[src/rtl/hazard_if.sv]
// Hazard controller bus: ID-stage decode fields and MEM-stage status in,
// stall / flush / forwarding controls and event counters out.
interface hazard_if;
  localparam int unsigned REG_W = 4;
  localparam int unsigned WB_W  = 2;
  localparam int unsigned CNT_W = 16;

  logic             id_valid;
  logic [REG_W-1:0] id_rs;
  logic [REG_W-1:0] id_rt;
  logic             id_use_rs;
  logic             id_use_rt;
  logic [REG_W-1:0] id_rd;
  logic [WB_W-1:0]  id_wb;
  logic             mem_branch_taken;
  logic             mem_wait;

  logic             pc_stall;
  logic             ifid_stall;
  logic             idex_bubble;
  logic             flush_ifid;
  logic             flush_idex;
  logic             flush_exmem;
  logic [1:0]       fwd_a;
  logic [1:0]       fwd_b;
  logic [CNT_W-1:0] stall_cnt;
  logic [CNT_W-1:0] flush_cnt;

  modport master (
    output id_valid, id_rs, id_rt, id_use_rs, id_use_rt, id_rd, id_wb,
           mem_branch_taken, mem_wait,
    input  pc_stall, ifid_stall, idex_bubble, flush_ifid, flush_idex,
           flush_exmem, fwd_a, fwd_b, stall_cnt, flush_cnt
  );

  modport slave (
    input  id_valid, id_rs, id_rt, id_use_rs, id_use_rt, id_rd, id_wb,
           mem_branch_taken, mem_wait,
    output pc_stall, ifid_stall, idex_bubble, flush_ifid, flush_idex,
           flush_exmem, fwd_a, fwd_b, stall_cnt, flush_cnt
  );
endinterface

[src/rtl/hazard_ctrl.sv]
// Pipeline hazard controller: tracks EX/MEM/WB writers, detects load-use,
// sequences stall and branch flush, and selects EX operand forwarding.
module hazard_ctrl (
  input  logic     clk,
  input  logic     rst_n,
  hazard_if.slave  hz
);
  localparam int unsigned REG_W = 4;
  localparam int unsigned WB_W  = 2;
  localparam int unsigned CNT_W = 16;

  typedef enum logic [1:0] {RUN, STALL, FLUSH} state_e;

  typedef struct packed {
    logic             valid;
    logic [REG_W-1:0] rd;
    logic [REG_W-1:0] rs;
    logic [REG_W-1:0] rt;
    logic             use_rs;
    logic             use_rt;
    logic [WB_W-1:0]  wb;
  } ex_ent_t;

  typedef struct packed {
    logic             valid;
    logic [REG_W-1:0] rd;
    logic [WB_W-1:0]  wb;
  } wr_ent_t;

  state_e           state_q, state_d;
  ex_ent_t          ex_q, ex_d;
  wr_ent_t          mem_q, mem_d, wb_q, wb_d;
  logic [CNT_W-1:0] stall_cnt_q, flush_cnt_q;
  logic             load_use_c;
  logic             stall_inc_c, flush_inc_c;
  logic             pc_stall_c, ifid_stall_c, idex_bubble_c, flush_c;

  // Operand source: MEM-stage ALU result first, then anything writing back.
  function automatic logic [1:0] fwd_sel(input logic [REG_W-1:0] src,
                                         input logic use_src,
                                         input wr_ent_t mem,
                                         input wr_ent_t wb);
    fwd_sel = 2'b00;
    if (use_src && src != '0) begin
      if (mem.valid && mem.wb == 2'b01 && mem.rd == src)
        fwd_sel = 2'b01;
      else if (wb.valid && wb.wb[0] && wb.rd == src)
        fwd_sel = 2'b10;
    end
  endfunction

  always_comb begin
    load_use_c = ex_q.valid && ex_q.wb == 2'b11 && ex_q.rd != '0 && hz.id_valid &&
                 ((hz.id_use_rs && hz.id_rs == ex_q.rd) ||
                  (hz.id_use_rt && hz.id_rt == ex_q.rd));
  end

  // Next state, scoreboard shift and stall/flush controls.
  always_comb begin
    state_d       = state_q;
    ex_d.valid    = hz.id_valid;
    ex_d.rd       = hz.id_rd;
    ex_d.rs       = hz.id_rs;
    ex_d.rt       = hz.id_rt;
    ex_d.use_rs   = hz.id_use_rs;
    ex_d.use_rt   = hz.id_use_rt;
    ex_d.wb       = hz.id_wb;
    mem_d.valid   = ex_q.valid;
    mem_d.rd      = ex_q.rd;
    mem_d.wb      = ex_q.wb;
    wb_d          = mem_q;
    stall_inc_c   = 1'b0;
    flush_inc_c   = 1'b0;
    pc_stall_c    = 1'b0;
    ifid_stall_c  = 1'b0;
    idex_bubble_c = 1'b0;
    flush_c       = 1'b0;

    if (hz.mem_wait) begin
      ex_d         = ex_q;
      mem_d        = mem_q;
      wb_d         = wb_q;
      pc_stall_c   = 1'b1;
      ifid_stall_c = 1'b1;
    end else begin
      unique case (state_q)
        RUN, STALL: begin
          state_d = RUN;
          if (hz.mem_branch_taken) begin
            state_d     = FLUSH;
            ex_d        = '0;
            mem_d       = '0;
            flush_c     = 1'b1;
            flush_inc_c = 1'b1;
          end else if (state_q == RUN && load_use_c) begin
            state_d       = STALL;
            ex_d          = '0;
            pc_stall_c    = 1'b1;
            ifid_stall_c  = 1'b1;
            idex_bubble_c = 1'b1;
            stall_inc_c   = 1'b1;
          end
        end
        FLUSH: begin
          state_d = RUN;
          ex_d    = '0;
        end
        default: state_d = RUN;
      endcase
    end
  end

  always_ff @(posedge clk or negedge rst_n) begin
    if (!rst_n) begin
      state_q     <= RUN;
      ex_q        <= '0;
      mem_q       <= '0;
      wb_q        <= '0;
      stall_cnt_q <= '0;
      flush_cnt_q <= '0;
    end else begin
      state_q <= state_d;
      ex_q    <= ex_d;
      mem_q   <= mem_d;
      wb_q    <= wb_d;
      if (stall_inc_c && stall_cnt_q != '1)
        stall_cnt_q <= stall_cnt_q + CNT_W'(1);
      if (flush_inc_c && flush_cnt_q != '1)
        flush_cnt_q <= flush_cnt_q + CNT_W'(1);
    end
  end

  // Controls are forced low while reset is held, whatever the inputs do.
  assign hz.pc_stall    = rst_n & pc_stall_c;
  assign hz.ifid_stall  = rst_n & ifid_stall_c;
  assign hz.idex_bubble = rst_n & idex_bubble_c;
  assign hz.flush_ifid  = rst_n & flush_c;
  assign hz.flush_idex  = rst_n & flush_c;
  assign hz.flush_exmem = rst_n & flush_c;
  assign hz.fwd_a       = rst_n ? fwd_sel(ex_q.rs, ex_q.use_rs, mem_q, wb_q) : 2'b00;
  assign hz.fwd_b       = rst_n ? fwd_sel(ex_q.rt, ex_q.use_rt, mem_q, wb_q) : 2'b00;
  assign hz.stall_cnt   = stall_cnt_q;
  assign hz.flush_cnt   = flush_cnt_q;
endmodule

[src/flat_wrapper.sv]
// flat-port wrapper written by rule: the top's interface ports become plain ports
module hazard_ctrl_flat 
  (clk, rst_n, hz_id_valid, hz_id_rs, hz_id_rt, hz_id_use_rs, hz_id_use_rt, hz_id_rd, hz_id_wb, hz_mem_branch_taken, hz_mem_wait, hz_pc_stall, hz_ifid_stall, hz_idex_bubble, hz_flush_ifid, hz_flush_idex, hz_flush_exmem, hz_fwd_a, hz_fwd_b, hz_stall_cnt, hz_flush_cnt);
  hazard_if hz_i ();
  input  logic clk;
  input  logic rst_n;
  input wire logic [$bits(hz_i.id_valid)-1:0] hz_id_valid;
  input wire logic [$bits(hz_i.id_rs)-1:0] hz_id_rs;
  input wire logic [$bits(hz_i.id_rt)-1:0] hz_id_rt;
  input wire logic [$bits(hz_i.id_use_rs)-1:0] hz_id_use_rs;
  input wire logic [$bits(hz_i.id_use_rt)-1:0] hz_id_use_rt;
  input wire logic [$bits(hz_i.id_rd)-1:0] hz_id_rd;
  input wire logic [$bits(hz_i.id_wb)-1:0] hz_id_wb;
  input wire logic [$bits(hz_i.mem_branch_taken)-1:0] hz_mem_branch_taken;
  input wire logic [$bits(hz_i.mem_wait)-1:0] hz_mem_wait;
  output wire logic [$bits(hz_i.pc_stall)-1:0] hz_pc_stall;
  output wire logic [$bits(hz_i.ifid_stall)-1:0] hz_ifid_stall;
  output wire logic [$bits(hz_i.idex_bubble)-1:0] hz_idex_bubble;
  output wire logic [$bits(hz_i.flush_ifid)-1:0] hz_flush_ifid;
  output wire logic [$bits(hz_i.flush_idex)-1:0] hz_flush_idex;
  output wire logic [$bits(hz_i.flush_exmem)-1:0] hz_flush_exmem;
  output wire logic [$bits(hz_i.fwd_a)-1:0] hz_fwd_a;
  output wire logic [$bits(hz_i.fwd_b)-1:0] hz_fwd_b;
  output wire logic [$bits(hz_i.stall_cnt)-1:0] hz_stall_cnt;
  output wire logic [$bits(hz_i.flush_cnt)-1:0] hz_flush_cnt;
  assign hz_i.id_valid = hz_id_valid;
  assign hz_i.id_rs = hz_id_rs;
  assign hz_i.id_rt = hz_id_rt;
  assign hz_i.id_use_rs = hz_id_use_rs;
  assign hz_i.id_use_rt = hz_id_use_rt;
  assign hz_i.id_rd = hz_id_rd;
  assign hz_i.id_wb = hz_id_wb;
  assign hz_i.mem_branch_taken = hz_mem_branch_taken;
  assign hz_i.mem_wait = hz_mem_wait;
  assign hz_pc_stall = hz_i.pc_stall;
  assign hz_ifid_stall = hz_i.ifid_stall;
  assign hz_idex_bubble = hz_i.idex_bubble;
  assign hz_flush_ifid = hz_i.flush_ifid;
  assign hz_flush_idex = hz_i.flush_idex;
  assign hz_flush_exmem = hz_i.flush_exmem;
  assign hz_fwd_a = hz_i.fwd_a;
  assign hz_fwd_b = hz_i.fwd_b;
  assign hz_stall_cnt = hz_i.stall_cnt;
  assign hz_flush_cnt = hz_i.flush_cnt;
  hazard_ctrl u_core (.clk(clk), .rst_n(rst_n), .hz(hz_i));
endmodule
[config.mk]
export PLATFORM = sky130hd
export DESIGN_NAME = hazard_ctrl_flat
export DESIGN_NICKNAME = d
export VERILOG_FILES = /design/src/rtl/hazard_if.sv /design/src/rtl/hazard_ctrl.sv /design/src/flat_wrapper.sv
export SDC_FILE = /design/constraint.sdc
export NUM_CORES = 1
export LEC_CHECK = 0
export ABC_AREA = 1
export CAP_MARGIN = 20
export CORE_MARGIN = 8
export CORE_UTILIZATION = 48
export DETAILED_ROUTE_END_ITERATION = 10
export GPL_ROUTABILITY_DRIVEN = 0
export GPL_TIMING_DRIVEN = 1
export HOLD_SLACK_MARGIN = 0.06
export PLACE_DENSITY = 0.75
export SLEW_MARGIN = 20
export SYNTH_ARGS = -nofsm -noshare
export SYNTH_HDL_FRONTEND = slang
export SYNTH_SLANG_ARGS = --single-unit
[constraint.sdc]
create_clock -name clk -period 1.9 [get_ports clk]
set_clock_uncertainty 0.2 [all_clocks]
set_input_delay 0.475 -clock clk [delete_from_list [all_inputs] [get_ports clk]]
set_output_delay 0.475 -clock clk [all_outputs]
set_load 0.01 [all_outputs]
==> flow_summary.ini, run 1 <==
[critical_path]
crit_top_cell = buf_6
rr_worst_depth = 11
ff2ff_setup_slack_ns = -0.24
worstSetupStartpointType = register
worstPathRequired_ns = 1.22
r2r-end = u_core.hz.stall_cnt[3]$_DFFE_PN0P_
path_cells = nor2_1, nand2_1, buf_6, nor4_4, buf_4, nor2_4, buf_6
critical_path.max_stage_delay_ns = 0.40
crit_type = reg2out
end_kind = output pin
critPathBufInv = 3
path_delay_family = simple AND/OR/NAND/NOR gates
r2r-start = u_core.state_q[1]$_DFFE_PN0N_
slowest_stage = dfrtp_1
arrival_ns = 1.68
critPathMaxFanout = 2

[sta]
finalCritPeriodShare_pct = 124
slew_violations = 0
worst_slack_ns = -0.454
rsz0062_at_grt = yes
clock.fmax_mhz = 425
fin_setup_tns_ns = -6.37
tightest_slew_ns = 0.360
finalSetupViolCount = 27
maxSlewHeadroom_pct = 75.8
final_hold_viol_count = 0
fin_crit_ns = 2.35

[clocking]
cts.sinks = 64
cts_tree = built
clk_latency_ns = 0.35
clock_path_buffers = 2
ctsRootBufferMaster = clkbuf_8
cts-buffers-inserted = 9
htreeDepth = 3
clkTransAtPathRegs_ns = 0.08

[drt]
dr.pass1.iters = 4
vias_per_cell = 5.14
vias = 3739
wl_mm = 10.9
drt_iter0_drc = 175
antenna_left = 0
wl_per_cell_um = 14.9
drc_errors = 0

[grt]
grt_antenna_before_repair = 0
top_usage_layer = met2
met3_usage_pct = 4.30
grt_overflow = 0
gr-usage-met2_pct = 33.7
grt_use_total_pct = 19.7
grt_pass1_vias = 3856
grt_max_degree = 32
met1_usage_pct = 23.0
grt_pass1_wl_mm = 17.8

[logic_synthesis]
yosys_warnings = 0
synth_area_leaders = dfrtp_1 (42%), nand2_1 (12%), xor2_1 (6.5%), inv_1 (5.6%), nand3_2 (3.4%)
ys_ff_latch = 64
ys_async_sr_fraction_pct = 100
yosysTopAreaCellShare_pct = 42.5
syn_inst = 466
synth_flop_cell = dfrtp_1
synth_area_um2 = 3770
syn_avg_cell_area_um2 = 8.10
yosysTopAreaCell = dfrtp_1
ys_top_cells_by_count = nand2_1 (119), dfrtp_1 (64), inv_1 (56)
synth_most_common_cell = nand2_1
synth_nets = 489
synth_edf_count = 0
synth_seq_area_share_pct = 42.5
synth.distinct_cells = 35

[finish]
layout.nets = 644
n_fill_cell = 568
area_growth_pct = 47.6
drive_above_1_share_pct = 30.0
layout.area.seq_um2 = 1610
multi_input_area_um2 = 2030
stdcell_count = 728
diodes = 0
post-route-util_pct = 72.4

[power]
swShare_pct = 29.5
clockPowerShare_pct = 34.1
ir_worst_vdd_mv = 0.728
seqPwrFrac_pct = 40.5
internal_power_mw = 2.83
p_sw_mw = 1.18
design_power_total_mw = 4.01
power_density_nw_per_um2 = 721
total_leakage_power_nw = 2.79
p_comb_share_pct = 25.4

[status]
failed_checks = negative setup slack
status = complete, but fails checks

[placement]
dpl.cell_count = 685
place_hpwl_mm = 7.60
io_buffers = 62
pre_cts_ws_ns = -1.08

[floorplanning]
coreArea_um2 = 7690
die_y_um = 105
rows = 32
ioPinCount = 63
die_x_um = 105
initial_core_util_pct = 49.1
die_area_um2 = 11000

[min_path]
hold_class = in2async

[job]
maxCapViolCount = 0
==> through the flow <==
step	area [um^2]	hold slack (ns)
CTS	5380	0.130
global route	5570	0.168
finish	5570	0.132
detailed placement	5000	0.282
floorplan	3820	-0.0206
global placement	5000	0.266
==> registers in the layout, indices dropped and copies added (netlist names) <==
signal,flops
u_core.hz.stall_cnt,16
u_core.state_q,2
u_core.ex_q,17
u_core.hz.flush_cnt,16
u_core.wb_q,6
u_core.mem_q,7
==> timing repair <==
item                       in CTS  in global routing
setup endpoints to repair      62                 36
hold endpoints to repair       38                  0
gates resized for setup       107                 32
gates cloned                    1                  0
setup buffers                  17                  9
pin swaps                      23                 23
hold buffers                    2                  0
==> power by group through the flow <==
stage          sequential [mW]  combinational, mW  clock, mW
4_1_cts                   1.61              0.925       1.39
3_5_place_dp              1.65              0.904          0
5_1_grt                   1.64               1.11       1.46
3_3_place_gp              1.64              0.884          0
2_1_floorplan             1.67              0.350          0
6_report                  1.62               1.02       1.37
==> worst max-delay path by stage <==
stage / startpoint / end / cells after the start
3_3_place_gp: hz_id_valid / hz_pc_stall / 6
4_1_cts: u_core.ex_q[15]$_DFFE_PN0N_ / hz_ifid_stall / 9
3_5_place_dp: hz_id_valid / hz_ifid_stall / 6
2_1_floorplan: hz_id_valid / hz_pc_stall / 5
6_report: u_core.mem_q[1]$_DFFE_PN0N_ / hz_fwd_a[1] / 7
5_1_grt: u_core.ex_q[12]$_DFFE_PN0N_ / hz_pc_stall / 9
==> cells in the final DEF (no fill, tap or decap), drive strengths merged <==
master         count
xnor2             13
nand3b             1
a21oi              2
o21bai            16
and3               1
nor2              38
o22ai             13
nor4               1
buf              105
inv               62
nand4             15
clkbuf            13
o21ai             21
nor3              11
dlygate4sd2       43
nand2            123
clkinvlp           1
or2                2
clkdlybuf4s15      1
xor2              28
nor3b              1
ha                 2
a221oi             1
dfrtp             64
nand3             37
bufinv             2
dlygate4sd3        2
clkinv             1
clkdlybuf4s50      6
==> tightest hold or removal path, stage by stage <==
cell and delay (ns):
buf_2 0.15, buf_4 0.14, buf_4 0.32
==> metal layers <==
| metal | vias to the layer above | part of all wire [%] |
|---|---|---|
| met2 | 130 | 50 |
| met5 | - | 0 |
| li1 | 1811 | - |
| met1 | 1771 | 42 |
| met4 | 0 | 2.7 |
| met3 | 27 | 5.4 |
==> logic make-up (layout without fill, tap and decap cells) <==
family                   after synthesis  after routing  synth area share (%)
adder cells (fa/ha/maj)                2              2                 0.663
buffers and inverters                 76            236                  8.82
AO/OA/AOI/OAI                         53             53                  8.62
flip-flops                            64             64                  42.5
AND/OR/NAND/NOR                      230            230                  29.9
XOR/XNOR                              41             41                  9.52
==> area by class of cell <==
cell class                 count  area share [%]
tap                          102            2.29
sequential                    64            28.9
multi-input combinational    326            36.4
clock inverter                 4            1.37
timing repair buffer         158            24.0
clock buffer                  12            2.79
inverter                      62            4.27
No activity file was read; power rests on OpenSTA's default activity.
==> run 2, diff against run 1 <==
--- a/config.mk
+++ b/config.mk
@@ -9,6 +9,7 @@
 export CAP_MARGIN = 20
 export CORE_MARGIN = 8
 export CORE_UTILIZATION = 48
+export CTS_CLUSTER_DIAMETER = 120
 export DETAILED_ROUTE_END_ITERATION = 10
 export GPL_ROUTABILITY_DRIVEN = 0
 export GPL_TIMING_DRIVEN = 1
==> results of run 2 <==
The final DEF is identical to that of run 1; final timing and power are the same.
